--- src/rtl/johnson_pkg.sv ---
// Shared types and the Johnson code decode function for Johnson-counter consumers.
package johnson_pkg;

   // Widest Johnson register the shared decode function supports.
   localparam int JC_MAX_W = 16;
   localparam int JC_IDX_W = $clog2(2 * JC_MAX_W);

   // Default register width and the matching sequence length.
   localparam int JC_WIDTH = 4;
   localparam int NSTATES  = 2 * JC_WIDTH;

   typedef enum logic {
      HUNT   = 1'b0,
      LOCKED = 1'b1
   } jc_state_t;

   typedef struct packed {
      logic                legal;
      logic [JC_IDX_W-1:0] idx;
   } jc_dec_t;

   // Match the code against every legal pattern of a 'width'-bit Johnson sequence.
   // Indices 0..width fill ones from the bottom; later indices clear ones from the bottom.
   function automatic jc_dec_t jc_decode(input logic [JC_MAX_W-1:0] code, input int width);
      jc_dec_t             r;
      logic [JC_MAX_W-1:0] pat;
      logic [JC_MAX_W-1:0] wmask;
      r     = '0;
      wmask = (JC_MAX_W'(1) << width) - JC_MAX_W'(1);
      for (int k = 0; k < 2 * JC_MAX_W; k++) begin
         if (k < 2 * width) begin
            if (k <= width)
               pat = (JC_MAX_W'(1) << k) - JC_MAX_W'(1);
            else
               pat = wmask & ~((JC_MAX_W'(1) << (k - width)) - JC_MAX_W'(1));
            if (!r.legal && (code == pat)) begin
               r.legal = 1'b1;
               r.idx   = JC_IDX_W'(k);
            end
         end
      end
      return r;
   endfunction

endpackage

--- src/rtl/johnson_phase_decoder_if.sv ---
// Sample input and decoded-phase/status outputs of the Johnson phase decoder.
interface johnson_phase_decoder_if #(
   parameter int WIDTH = 4,
   parameter int ERR_W = 8
);
   localparam int NST = 2 * WIDTH;
   localparam int IW  = $clog2(NST);

   logic             en;
   logic [WIDTH-1:0] count;
   logic [NST-1:0]   phase_onehot;
   logic [IW-1:0]    phase_idx;
   logic             phase_valid;
   logic             locked;
   logic             err_pulse;
   logic             resync_req;
   logic [ERR_W-1:0] err_count;

   modport master (
      output en, count,
      input  phase_onehot, phase_idx, phase_valid, locked, err_pulse, resync_req, err_count
   );

   modport slave (
      input  en, count,
      output phase_onehot, phase_idx, phase_valid, locked, err_pulse, resync_req, err_count
   );
endinterface

--- src/rtl/johnson_decode.sv ---
// Combinational Johnson code decoder: legality, binary index and one-hot phase.
module johnson_decode
   import johnson_pkg::*;
#(
   parameter int WIDTH = 4,
   localparam int NST  = 2 * WIDTH,
   localparam int IW   = $clog2(NST)
) (
   input  logic [WIDTH-1:0] count,
   output logic             legal,
   output logic [IW-1:0]    idx,
   output logic [NST-1:0]   onehot
);

   jc_dec_t dec;

   // Decode the code; an illegal code yields an all-zero one-hot and index 0.
   always_comb begin
      dec    = jc_decode(JC_MAX_W'(count), WIDTH);
      legal  = dec.legal;
      idx    = IW'(dec.idx);
      onehot = dec.legal ? (NST'(1) << idx) : '0;
   end

endmodule

--- src/rtl/johnson_phase_decoder.sv ---
// Decodes upstream Johnson samples, checks sequence stepping, tracks lock and
// requests a resync when a locked stream goes bad.
module johnson_phase_decoder
   import johnson_pkg::*;
#(
   parameter int WIDTH      = 4,
   parameter int LOCK_CNT   = 4,
   parameter int UNLOCK_CNT = 2,
   parameter int ALLOW_HOLD = 0,
   parameter int ERR_W      = 8
) (
   input  logic                    clk,
   input  logic                    rst,
   johnson_phase_decoder_if.slave  bus
);

   localparam int NST = 2 * WIDTH;
   localparam int IW  = $clog2(NST);
   localparam int GW  = $clog2(LOCK_CNT + 1);
   localparam int MW  = $clog2(UNLOCK_CNT + 1);

   localparam logic [IW-1:0] LAST_IDX = IW'(NST - 1);
   localparam logic [GW-1:0] GOOD_M1  = GW'(LOCK_CNT - 1);
   localparam logic [MW-1:0] MISS_M1  = MW'(UNLOCK_CNT - 1);

   logic             dec_legal;
   logic [IW-1:0]    dec_idx;
   logic [NST-1:0]   dec_onehot;

   logic [NST-1:0]   onehot_q;
   logic [IW-1:0]    idx_q;
   logic             valid_q;
   logic             pulse_q;
   logic             resync_q;
   logic [ERR_W-1:0] err_cnt_q;

   logic [IW-1:0]    prev_idx_q;
   logic             prev_valid_q;

   jc_state_t        state_q, state_d;
   logic [GW-1:0]    good_q, good_d;
   logic [MW-1:0]    miss_q, miss_d;
   logic             unlock;

   logic [IW-1:0]    next_idx;
   logic             step_ok;
   logic             good_ev;
   logic             bad_ev;

   johnson_decode #(.WIDTH(WIDTH)) u_dec (
      .count  (bus.count),
      .legal  (dec_legal),
      .idx    (dec_idx),
      .onehot (dec_onehot)
   );

   // Classify the sample: good step, bad step/illegal code, or neither (seed / idle).
   always_comb begin
      next_idx = (prev_idx_q == LAST_IDX) ? '0 : prev_idx_q + 1'b1;
      step_ok  = (dec_idx == next_idx) || ((ALLOW_HOLD != 0) && (dec_idx == prev_idx_q));
      good_ev  = bus.en & dec_legal & prev_valid_q & step_ok;
      bad_ev   = bus.en & (~dec_legal | (prev_valid_q & ~step_ok));
   end

   // Lock FSM next state and run counters; counters hold when no event occurs.
   always_comb begin
      state_d = state_q;
      good_d  = good_q;
      miss_d  = miss_q;
      unlock  = 1'b0;
      case (state_q)
         HUNT: begin
            if (good_ev) begin
               if (good_q == GOOD_M1) begin
                  state_d = LOCKED;
                  good_d  = '0;
                  miss_d  = '0;
               end else begin
                  good_d = good_q + 1'b1;
               end
            end else if (bad_ev) begin
               good_d = '0;
            end
         end
         LOCKED: begin
            if (good_ev) begin
               miss_d = '0;
            end else if (bad_ev) begin
               if (miss_q == MISS_M1) begin
                  state_d = HUNT;
                  good_d  = '0;
                  miss_d  = '0;
                  unlock  = 1'b1;
               end else begin
                  miss_d = miss_q + 1'b1;
               end
            end
         end
         default: state_d = HUNT;
      endcase
   end

   // FSM state and run counters.
   always_ff @(posedge clk or negedge rst) begin
      if (!rst) begin
         state_q <= HUNT;
         good_q  <= '0;
         miss_q  <= '0;
      end else begin
         state_q <= state_d;
         good_q  <= good_d;
         miss_q  <= miss_d;
      end
   end

   // Previous-sample tracking; an illegal code drops the reference so the next legal one re-seeds.
   always_ff @(posedge clk or negedge rst) begin
      if (!rst) begin
         prev_idx_q   <= '0;
         prev_valid_q <= 1'b0;
      end else if (bus.en) begin
         if (dec_legal) begin
            prev_idx_q   <= dec_idx;
            prev_valid_q <= 1'b1;
         end else begin
            prev_valid_q <= 1'b0;
         end
      end
   end

   // Registered decode outputs; index holds across idle cycles and illegal codes.
   always_ff @(posedge clk or negedge rst) begin
      if (!rst) begin
         onehot_q <= '0;
         idx_q    <= '0;
         valid_q  <= 1'b0;
      end else begin
         valid_q <= bus.en & dec_legal;
         if (bus.en) begin
            onehot_q <= dec_onehot;
            if (dec_legal)
               idx_q <= dec_idx;
         end
      end
   end

   // Error pulse, resync pulse and saturating error counter.
   always_ff @(posedge clk or negedge rst) begin
      if (!rst) begin
         pulse_q   <= 1'b0;
         resync_q  <= 1'b0;
         err_cnt_q <= '0;
      end else begin
         pulse_q  <= bad_ev;
         resync_q <= unlock;
         if (bad_ev && (err_cnt_q != {ERR_W{1'b1}}))
            err_cnt_q <= err_cnt_q + 1'b1;
      end
   end

   assign bus.phase_onehot = onehot_q;
   assign bus.phase_idx    = idx_q;
   assign bus.phase_valid  = valid_q;
   assign bus.locked       = (state_q == LOCKED);
   assign bus.err_pulse    = pulse_q;
   assign bus.resync_req   = resync_q;
   assign bus.err_count    = err_cnt_q;

endmodule
--- src/flat_wrapper.sv ---
// flat-port wrapper written by rule: the top's interface ports become plain ports
module johnson_phase_decoder_flat import johnson_pkg::*;
#(
   parameter int WIDTH      = 4,
   parameter int LOCK_CNT   = 4,
   parameter int UNLOCK_CNT = 2,
   parameter int ALLOW_HOLD = 0,
   parameter int ERR_W      = 8
)
  (clk, rst, bus_en, bus_count, bus_phase_onehot, bus_phase_idx, bus_phase_valid, bus_locked, bus_err_pulse, bus_resync_req, bus_err_count);
  johnson_phase_decoder_if #(.WIDTH(WIDTH), .ERR_W(ERR_W)) bus_i ();
  input  logic clk;
  input  logic rst;
  input wire logic [$bits(bus_i.en)-1:0] bus_en;
  input wire logic [$bits(bus_i.count)-1:0] bus_count;
  output wire logic [$bits(bus_i.phase_onehot)-1:0] bus_phase_onehot;
  output wire logic [$bits(bus_i.phase_idx)-1:0] bus_phase_idx;
  output wire logic [$bits(bus_i.phase_valid)-1:0] bus_phase_valid;
  output wire logic [$bits(bus_i.locked)-1:0] bus_locked;
  output wire logic [$bits(bus_i.err_pulse)-1:0] bus_err_pulse;
  output wire logic [$bits(bus_i.resync_req)-1:0] bus_resync_req;
  output wire logic [$bits(bus_i.err_count)-1:0] bus_err_count;
  assign bus_i.en = bus_en;
  assign bus_i.count = bus_count;
  assign bus_phase_onehot = bus_i.phase_onehot;
  assign bus_phase_idx = bus_i.phase_idx;
  assign bus_phase_valid = bus_i.phase_valid;
  assign bus_locked = bus_i.locked;
  assign bus_err_pulse = bus_i.err_pulse;
  assign bus_resync_req = bus_i.resync_req;
  assign bus_err_count = bus_i.err_count;
  johnson_phase_decoder #(.WIDTH(WIDTH), .LOCK_CNT(LOCK_CNT), .UNLOCK_CNT(UNLOCK_CNT), .ALLOW_HOLD(ALLOW_HOLD), .ERR_W(ERR_W)) u_core (.clk(clk), .rst(rst), .bus(bus_i));
endmodule
--- config.mk ---
export PLATFORM = sky130hd
export DESIGN_NAME = johnson_phase_decoder_flat
export DESIGN_NICKNAME = d
export VERILOG_FILES = /design/src/rtl/johnson_pkg.sv /design/src/rtl/johnson_phase_decoder_if.sv /design/src/rtl/johnson_decode.sv /design/src/rtl/johnson_phase_decoder.sv /design/src/flat_wrapper.sv
export SDC_FILE = /design/constraint.sdc
export NUM_CORES = 1
export LEC_CHECK = 0
export ABC_AREA = 1
export CELL_PAD_IN_SITES_DETAIL_PLACEMENT = 1
export CELL_PAD_IN_SITES_GLOBAL_PLACEMENT = 1
export CORE_ASPECT_RATIO = 0.75
export CORE_UTILIZATION = 48
export CTS_BUF_LIST = sky130_fd_sc_hd__clkbuf_4
export DETAILED_ROUTE_END_ITERATION = 12
export DONT_BUFFER_PORTS = 1
export PLACE_DENSITY_LB_ADDON = 0.1
export SYNTH_ARGS = -nofsm -noshare
export SYNTH_HDL_FRONTEND = slang
export SYNTH_SLANG_ARGS = --single-unit
export TNS_END_PERCENT = 30
--- constraint.sdc ---
create_clock -name clk -period 2.55 [get_ports clk]
set_input_delay 0.3825 -clock clk [delete_from_list [all_inputs] [get_ports clk]]
set_output_delay 0.3825 -clock clk [all_outputs]
set_load 0.05 [all_outputs]
==> results.yml <==
die:
  design.die.area_um2: 3380
  io_pins: 30
  die_x_um: 66.8
  core_um2: 2960
  die_h_um: 50.6
  rows: 17
  start_util: 0.511
sta:
  fin_skew_ns: 0.00849
  hold_ws_ns: 0.136
  drv_slew: 0
  min_period_ns: 2.13
  tightest_slew_ns: 0.617
  finalCritPeriodShare: 0.834
  clock.fmax_mhz: 470
  finalSetupViolCount: 0
  rsz0062_at_grt: "no"
  final_hold_viol_count: 0
  relSlewSlack: 0.589
  fin_tns_setup_ns: 0
logic_synthesis:
  synth_area_um2: 1510
  synth_nets: 197
  syn_avg_cell_area_um2: 8.12
  synth_cells: 186
  ys_ff_latch: 29
  synth_area_leaders: "dfrtp_1 48%, nand2_1 14%, inv_1 4.7%"
  synth.top_cell.area_share: 0.481
  synth_top_area_cell: "dfrtp_1"
  ys_types: 25
  synth.yosys.seq_area_share: 0.481
  yosysWarnings: 0
layout:
  layout_commonest_cell: "nand2_1"
  syn_to_final_growth_pct: 11.8
  final_nets: 212
  num_antenna_cells: 0
  final_area_um2: 1690
  final_cells: 240
  most-common-layout-cells: "56 x nand2_1, 29 x dfrtp_1, 19 x inv_1, 18 x nor2_1, 14 x nand3_1"
  layout-drive-gt1-share: 0.144
  fillCellCount: 375
run_status:
  status: "completed"
min_path:
  hold_path.class: "in -> reg"
  hold-path-cell-count: 1
  min_from: "bus_en"
  hold_end: "u_core.prev_valid_q"
power:
  leakage_nw: 0.897
  peakVddDrop_v: 0.000381
  p_sw_uw: 595
  power_frac_comb: 0.373
  netSwitchingFraction: 0.429
  total_power_mw: 1.39
  p_int_uw: 792
  clockPowerShare: 0.201
  seqPwrFrac: 0.427
  power_density_nw_per_um2: 822
routing:
  avgRoutedWirePerCell_um: 14.9
  m1WireLength_mm: 1.65
  wirelength_mm: 3.57
  highest_layer: "met4"
  wl_met2_mm: 1.70
  route.vias.total: 1292
  antenna_left: 0
  first_pass_iters: 4
  drt_iter0_drc: 57
  remaining_drc_errors: 0
  post_drt_via_cell_ratio: 5.38
  wl_met3_um: 164
placed_design:
  dpl.hpwl_mm: 2.63
  dp.cells: 230
  gp_congestion: 0.886
  placed_cell_area_um2: 1600
  portBuffers: 0
critical_path:
  rr_startpoint: "u_core.prev_idx_q[2]"
  critPathCaptureType: "register"
  setup.worst_path.class: "reg -> reg"
  r2r_cells: 11
  required_ns: 2.78
  cp-start-kind: "register"
  cp_data_arrival_time_ns: 2.36
  startpoint: "u_core.prev_idx_q[2]"
  r2r-end: "u_core.bus.err_count[6]"
  ff2ff_setup_slack_ns: 0.42
  timing.critical_path.fanout_max: 11
clock_network:
  cts_made_buffers: 5
  cts_tree: "yes"
  ctsResizeCount: 0
  cts_sinks: 29
  htree_levels: 2
  clk_pin_slew_worst_paths_ns: 0.09
  cts_buffer_depth: 2
  clk_latency_ns: 0.34
  clockRootBuffer: "clkbuf_4"
global_route:
  antenna_found_initial: 0
  overflow: 0
  grt_pass1_wl_mm: 6.00
  grt_pass1_vias: 1301
  grt_max_degree: 30
  grt_use_total: 0.246
job:
  drv_cap: 0
routing by layer:
layer / up-vias / track usage
li1: 628 / -
met1: 635 / 0.323
met2: 22 / 0.375
met3: 7 / 0.0750
met4: 0 / 0.103
met5: - / 0
power by group through the flow:
stage | clock (mW) | sequential [mW] | combinational [mW]
2_1_floorplan | 0 | 0.778 | 0.198
3_3_place_gp | 0 | 0.596 | 0.487
3_5_place_dp | 0 | 0.601 | 0.502
4_1_cts | 0.285 | 0.592 | 0.520
5_1_grt | 0.304 | 0.599 | 0.566
6_report | 0.279 | 0.592 | 0.517
cell usage after synthesis:
library cell / n
nand4_1: 5
ha_1: 4
nand2_1: 56
o22ai_1: 1
xnor2_1: 5
inv_1: 19
inv_2: 1
a21oi_1: 1
dfrtp_1: 29
a21oi_4: 1
o31ai_1: 1
nand2_2: 4
xor2_1: 2
o21ai_0: 10
nand3b_1: 2
a31oi_1: 2
nor3_1: 2
buf_6: 1
clkbuf_1: 1
nor2_1: 18
nand3_2: 1
o21ai_2: 3
nor2_2: 2
nand3_1: 14
a21boi_1: 1
kinds of logic after synthesis:
kind of cell / count (synthesis) / synth area share
simple gates: 104 / 0.299
flops: 29 / 0.481
buf+inv: 22 / 0.0596
compound gates: 20 / 0.0870
xor+xnor: 7 / 0.0406
fa+ha+maj: 4 / 0.0331
cell type report:
cell class,count,area [um^2],area share
clock buffer,6,45.0,0.0267
inverter,20,75.1,0.0445
timing repair buffer,10,90.1,0.0534
multi-input combinational,135,694,0.411
tap,38,47.5,0.0282
sequential,29,726,0.430
clock inverter,2,10.0,0.00593
worst max path at each step:
| stage | endpoint | slack [ns] | cells past startpoint |
|---|---|---|---|
| final | u_core.bus.err_count[6] | 0.42 | 11 |
| after CTS | u_core.bus.err_count[6] | 0.40 | 11 |
| after global routing | u_core.bus.err_count[5] | 0.22 | 11 |
| after global placement | u_core.bus.err_count[6] | 0.49 | 11 |
| after detailed placement | u_core.bus.err_count[6] | 0.41 | 11 |
| after floorplan | u_core.bus.err_count[2] | 0.42 | 13 |
per-stage QoR:
step | setup WS (ns) | utilization
after floorplan | 0.421 | -
after CTS | 0.396 | 0.571
after global placement | 0.489 | 0.542
after global routing | 0.217 | 0.571
final | 0.424 | 0.571
after detailed placement | 0.414 | 0.542
critical path, stage by stage (launching register included):
cell and delay [ns]:
dfrtp_1 0.58, ha_1 0.31, nor2_1 0.14, nand3_1 0.09
nand2_1 0.07, nor2_1 0.05, nand3_2 0.07, nand2_2 0.07
a21oi_4 0.22, nand2_2 0.21, nand2_1 0.12, o21ai_2 0.07
repair_timing:
item / 4_1_cts / 5_1_grt
endpoints found under the setup margin: 0 / 0
hold endpoints to repair: 29 / 0
hold buffers: 2 / 0
setup buffers: 0 / 0
state kept, by name, summed over array words and instances, names as in the netlist:
name,flops
u_core.bus.err_count,8
u_core.bus.err_pulse,1
u_core.bus.locked,1
u_core.bus.phase_onehot,8
u_core.bus.phase_valid,1
u_core.bus.resync_req,1
u_core.good_q,3
u_core.miss_q,2
u_core.prev_idx_q,3
u_core.prev_valid_q,1
Note: power is estimated with default switching activity, not from simulation.
